<file path="config.mk">
export PLATFORM = sky130hd
export DESIGN_NAME = fpga_io_tick_debounce
export DESIGN_NICKNAME = d
export VERILOG_FILES = /design/src/rtl/fpga_io_tick_debounce.sv
export SDC_FILE = /design/constraint.sdc
export NUM_CORES = 1
export LEC_CHECK = 0
export BUFFER_PORTS_ARGS = -buffer_cell sky130_fd_sc_hd__buf_2
export CORE_MARGIN = 10
export CORE_UTILIZATION = 47
export CTS_CLUSTER_SIZE = 25
export DETAILED_ROUTE_END_ITERATION = 7
export GPL_ROUTABILITY_DRIVEN = 0
export PLACE_DENSITY_LB_ADDON = 0.08
export SLEW_MARGIN = 20
export SYNTH_ARGS = -nofsm -noshare
export SYNTH_HDL_FRONTEND = slang
export SYNTH_SLANG_ARGS = --single-unit
</file>
<file path="constraint.sdc">
create_clock -name PCLK -period 2.4 [get_ports PCLK]
set_input_delay 0.24 -clock PCLK [delete_from_list [all_inputs] [get_ports PCLK]]
set_output_delay 0.24 -clock PCLK [all_outputs]
set_load 0.02 [all_outputs]
</file>
<file path="src/rtl/fpga_io_tick_debounce.sv">
// 100 Hz tick generator and two-button debouncer for the FPGA I/O block.
// Buttons are synchronised, then accepted only after DEBOUNCE_TICKS stable 100 Hz samples.
module fpga_io_tick_debounce #(
  parameter int CLK_FREQ_HZ    = 25000000,
  parameter int DEBOUNCE_TICKS = 3
) (
  input  logic       PCLK,
  input  logic       PRESET,
  input  logic [1:0] buttons_raw,
  output logic       clk_100hz,
  output logic       tick_100hz,
  output logic [1:0] buttons,
  output logic [1:0] button_press
);

  localparam int          HALF_PERIOD = CLK_FREQ_HZ / 200;
  localparam logic [31:0] HALF_LAST   = 32'(HALF_PERIOD - 1);
  localparam logic [3:0]  DEB_LAST    = 4'(DEBOUNCE_TICKS - 1);

  logic [31:0]      div_cnt_r;
  logic             clk_100hz_r;
  logic             tick_r;
  logic [1:0]       sync1_r;
  logic [1:0]       sync2_r;
  logic [1:0][3:0]  deb_cnt_r;
  logic [1:0]       buttons_r;
  logic [1:0]       buttons_d_r;
  logic [1:0]       button_press_r;
  logic [1:0][3:0]  deb_cnt_nxt_s;
  logic [1:0]       buttons_nxt_s;

  // Half-period divider; the tick marks the low-to-high toggle of clk_100hz.
  always_ff @(posedge PCLK) begin
    if (PRESET) begin
      div_cnt_r   <= 32'd0;
      clk_100hz_r <= 1'b0;
      tick_r      <= 1'b0;
    end else if (div_cnt_r == HALF_LAST) begin
      div_cnt_r   <= 32'd0;
      clk_100hz_r <= ~clk_100hz_r;
      tick_r      <= ~clk_100hz_r;
    end else begin
      div_cnt_r   <= div_cnt_r + 32'd1;
      clk_100hz_r <= clk_100hz_r;
      tick_r      <= 1'b0;
    end
  end

  // Debounce next-state: counters only move on a tick; any agreement clears progress.
  always_comb begin
    deb_cnt_nxt_s = deb_cnt_r;
    buttons_nxt_s = buttons_r;
    for (int i = 0; i < 2; i++) begin
      if (tick_r) begin
        if (sync2_r[i] == buttons_r[i]) begin
          deb_cnt_nxt_s[i] = 4'd0;
        end else if (deb_cnt_r[i] >= DEB_LAST) begin
          buttons_nxt_s[i] = sync2_r[i];
          deb_cnt_nxt_s[i] = 4'd0;
        end else begin
          deb_cnt_nxt_s[i] = deb_cnt_r[i] + 4'd1;
        end
      end else begin
        deb_cnt_nxt_s[i] = deb_cnt_r[i];
        buttons_nxt_s[i] = buttons_r[i];
      end
    end
  end

  // Synchroniser, debounce state and rising-edge press detection.
  always_ff @(posedge PCLK) begin
    if (PRESET) begin
      sync1_r        <= 2'b00;
      sync2_r        <= 2'b00;
      deb_cnt_r      <= '0;
      buttons_r      <= 2'b00;
      buttons_d_r    <= 2'b00;
      button_press_r <= 2'b00;
    end else begin
      sync1_r        <= buttons_raw;
      sync2_r        <= sync1_r;
      deb_cnt_r      <= deb_cnt_nxt_s;
      buttons_r      <= buttons_nxt_s;
      buttons_d_r    <= buttons_r;
      button_press_r <= buttons_r & ~buttons_d_r;
    end
  end

  assign clk_100hz    = clk_100hz_r;
  assign tick_100hz   = tick_r;
  assign buttons      = buttons_r;
  assign button_press = button_press_r;

endmodule

</file>
Yosys cells after proc, flatten, opt, wreduce, memory -nomap -nowiden
Index checks and enable logic that the tools add are counted.

Bits in writable memories: 0. Latch bits: 0. Logic and storage cells: 33. Output and inout bits: 6. Register bits after elaboration: 52. Memories kept: 0. Bits in read-only memories: 0.

Div/mod/pow operators: 0. Reduce and logical (&&, ||, !) cells: 4. Bitwise operators: 6. Magnitude comparators: 2. Equality and inequality tests: 3. $add $sub $neg: 3. Shift-type cells: 0. $mul: 0. Multiplexer cells: 4.

Operator list (number): adder 32 x 1 -> 32 bit, second input constant (1); equality test 32 x 17 -> 1 bit, second input constant (1); two-way mux 4 bit (4); adder 4 x 1 -> 4 bit, second input constant (2); greater-or-equal comparator 4 x 2 -> 1 bit, second input constant (2); AND reduction 3 bit (2); inverter 1 bit (4); OR reduction 2 bit (2); bitwise AND 2 bit (1); equality test 1 bit (2); inverter 2 bit (1).

Depth between registers and ports, before layout
Depth in word-level cells: 3. Gate-level depth with buffers: 7. Mapped depth without buffers: 6.

Worst setup path after synthesis
Ideal clock, no wire load.

Kind: flip-flop to flip-flop. Start point: register div_cnt_r[0]. End point: register div_cnt_r[30]. Setup slack: 769 ps. Library setup time: 70 ps. Cell stages (with the launch flop): 7. Clock period less this slack: 1631 ps. Arrival time: 1562 ps. Cells stage by stage: dfxtp_1 ha_1 and3_1 buf_2 nand3_1 or4_1 a21oi_1.

Cells in the longest elaborated chain, start to end: 2. Elaborated cells between the ends (all ways): 3. Those cells by class: 1 x add/sub; 1 x eq/ne; 1 x reduce/logical.

Ends and longest elaborated chain: start: declaration (line 20) `logic [31:0] div_cnt_r;`; start signal: assignment (line 43) `div_cnt_r <= div_cnt_r + 32'd1;`; branches (longest 2 deep; another with adder 32 x 1 -> 32 bit).

Parallel ways; which one is timed is not known. A chain may end at the register's enable or synchronous reset.

Worst setup path in the final report
Start point: register div_cnt_r[4]. End point: register div_cnt_r[26].

The elaborated chain is that of the path after synthesis.

==> impl_metrics.tcl <==
set metrics [dict create \
    ys.flop_type "dfxtp_1" \
    synth-async-reset-ratio 0 \
    syn_area_um2 2297 \
    ant_nets 0 \
    yosysWarnings 0 \
    tightest_slew_ns 0.5511 \
    finalMaxSlewViolations 0 \
    rr_endpoint "div_cnt_r[26]" \
    critPathRequiredTime_ns 2.63 \
    cts_buffers 5 \
    start_util 0.4864 \
    grt_pass1_vias 1742 \
    worstSetupPathType "flop to flop" \
    port_buffers 9 \
    nets 271 \
    dp_hpwl_mm 3.184 \
    hp-start "buttons_raw[0]" \
    die_h_um 89.91 \
    hold_viol 0 \
    maxCapViolCount 0 \
    crit_arrival_ns 2.27 \
    finalClockSkew_ns 0.004298 \
    postCtsSetupBuffers 0 \
    clk_latency_ns 0.30 \
    post-route-cell-area_um2 2484 \
    r2r_cells 4 \
    cts-root-buf "clkbuf_8" \
    rrSetupSlack_ns 0.36 \
    synth_edf_count 0 \
    ctsHoldBuffers 0 \
    crit_start "div_cnt_r[4]" \
    drc 0 \
    drive_gt1_frac 0.09886 \
    grt_antenna_before_repair 0 \
    cp-end-kind "flop" \
    fin_crit_sh 0.8490 \
    gr-total-overflow 0 \
    syn2layout_area_growth_pct 8.115 \
    syn-num-nets 264 \
    ioPinCount 10 \
    synth_cell_types 34 \
    wl_per_cell_um 13.89 \
    fmax_mhz 490.8 \
    grt_max_degree 27 \
    r2r_start "div_cnt_r[4]" \
    dr.pass1.iters 4 \
    crit_path_max_fanout 22 \
    min_delay_path_depth 2 \
    via_per_inst 5.585 \
    cellPowerDensity_nw_per_um2 575.4 \
    routed_wl_mm 4.585 \
    hold_path_class "input port to flop" \
    clk_transition_reported_paths_ns 0.09 \
    htree_levels 2 \
    fp.dieW_um 89.91 \
    peakVddDrop_mv 0.2756 \
    track_usage 0.1187 \
    yosys_register_bits 52 \
    cts.sinks 52 \
    slew_headroom 0.6292 \
    n_antenna_cell 0 \
    avgSynthCellArea_um2 9.009 \
    core_region_area_um2 4723 \
    netlist_instances 255 \
    setup-tns-final_ns 0 \
    dieArea_um2 8084 \
    status "finished, final reports clean" \
    power_leakage_uw 0.0008288 \
    postPlaceCellArea_um2 2386 \
    tritoncts "built" \
    placementRows 25 \
    whs_endpoint "sync1_r[0]" \
    start_kind "flop" \
    final_cell_count_no_fill 330 \
    rsz0062_at_grt "no" \
    period_needed_ns 2.038 \
    synth_seq_area_share 0.4532 \
    first_iter_violations 143 \
    grt_first_pass_wirelength_mm 8.217 \
    clk_path_buf_depth 2 \
    cts_resized 0 \
    place_inst 322 \
    setup_violations 0 \
    via_count 1843 \
]
==> registers in the layout, summed over array words and instances, names as in the netlist <==
signal and cells:
div_cnt_r 32, deb_cnt_r 8, button_press 2, buttons 2
buttons_d_r 2, sync1_r 2, sync2_r 2, clk_100hz 1
tick_100hz 1
==> routing by layer <==
| metal | vias up | part of all wire | GRT usage |
|---|---|---|---|
| li1 | 954 | - | - |
| met1 | 858 | 0.53 | 0.1566 |
| met2 | 26 | 0.43 | 0.1822 |
| met3 | 5 | 0.033 | 0.03159 |
| met4 | 0 | 0.014 | 0.03979 |
| met5 | - | 0 | 0 |
==> synth_stat cells, types with 2 or more instances <==
library cell / instances / share of area
nand3_1: 18 / 0.039
and3_1: 5 / 0.014
nor4_1: 8 / 0.022
o31ai_1: 12 / 0.039
mux2_2: 2 / 0.0098
nand4_1: 11 / 0.030
xor2_1: 10 / 0.038
nand2_1: 16 / 0.026
nor2_1: 22 / 0.036
xnor2_1: 5 / 0.019
or4_1: 12 / 0.039
nor4bb_1: 2 / 0.0087
nor2b_1: 8 / 0.022
nor3b_1: 2 / 0.0065
ha_1: 5 / 0.027
dfxtp_1: 52 / 0.45
and4_1: 4 / 0.015
o21ai_0: 8 / 0.017
a21oi_1: 22 / 0.048
inv_1: 4 / 0.0065
buf_2: 5 / 0.011
clkbuf_1: 4 / 0.0065
or3_1: 6 / 0.016
a2bb2oi_1: 2 / 0.0076
==> stage by stage <==
| stage | hold slack, ns | util | worst slack (ns) | power, uW |
|---|---|---|---|---|
| 3_5_place_dp | 0.3768 | 0.5052 | 0.4459 | 926.3 |
| 5_1_grt | 0.1610 | 0.5258 | 0.2294 | 1497 |
| 6_report | 0.1354 | 0.5258 | 0.3624 | 1429 |
| 4_1_cts | 0.1291 | 0.5258 | 0.4055 | 1450 |
| 3_3_place_gp | 0.3756 | 0.5052 | 0.5099 | 925.7 |
| 2_1_floorplan | 0.3674 | - | 0.7685 | 916.4 |
==> layout by cell type, fill, tap and decap left out, types with 2 or more instances in the layout <==
cell and instances:
nand3_1 18, xor2_1 10, clkinvlp_4 2, nor4_1 8, and3_1 5, dfxtp_1 52
nor2b_1 8, mux2_2 2, or4_1 12, nand4_1 11, buf_4 2, buf_2 9
xnor2_1 5, nand2_1 16, or3_1 6, nor2_1 22, nor3b_1 2, a2bb2oi_1 2
a21oi_1 22, o31ai_1 12, and4_1 4, ha_1 5, nor4bb_1 2, clkbuf_8 6
o21ai_0 8, inv_1 4
==> power by group <==
group / leakage [uW] / internal [uW] / switching (uW) / total [uW]
Clock: 0.0000434 / 234 / 290 / 524
Combinational: 0.000365 / 11.2 / 18.5 / 29.6
Sequential: 0.000420 / 869 / 6.01 / 875
Total: 0.000829 / 1110 / 315 / 1430
==> how the worst max path moves through the flow <==
stage	end	slack, ns
after floorplan	div_cnt_r[30]	0.77
after global placement	div_cnt_r[24]	0.51
after detailed placement	div_cnt_r[31]	0.45
after CTS	div_cnt_r[31]	0.41
after global routing	div_cnt_r[21]	0.23
final	div_cnt_r[26]	0.36
==> cell families (layout without fill, tap and decap cells) <==
| group | count (synthesis) | in the layout | share of synthesized area |
|---|---|---|---|
| AO/OA/AOI/OAI | 45 | 45 | 0.1155 |
| XOR/XNOR | 15 | 15 | 0.05719 |
| adder cells (fa/ha/maj) | 5 | 5 | 0.02723 |
| buffers and inverters | 15 | 23 | 0.03213 |
| flip-flops | 52 | 52 | 0.4532 |
| multiplexers | 2 | 2 | 0.009803 |
| AND/OR/NAND/NOR | 121 | 121 | 0.3050 |
==> area by class of cell <==
cell class | instances | area (um^2)
clock buffers | 6 | 82.58
flip-flops and latches | 52 | 1041
fillers | 440 | 2240
well taps | 67 | 83.83
multi-input cells | 188 | 1186
inverters | 4 | 15.01
repair buffers | 11 | 60.06
clock inverters | 2 | 15.01
==> worst max-delay path, stage by stage (launching register included) <==
cell and delay, ns:
dfxtp_1 0.45, and3_1 0.43, nand4_4 0.34, or4_1 0.57, a21oi_1 0.18
Power figures use the tool's default switching activity.
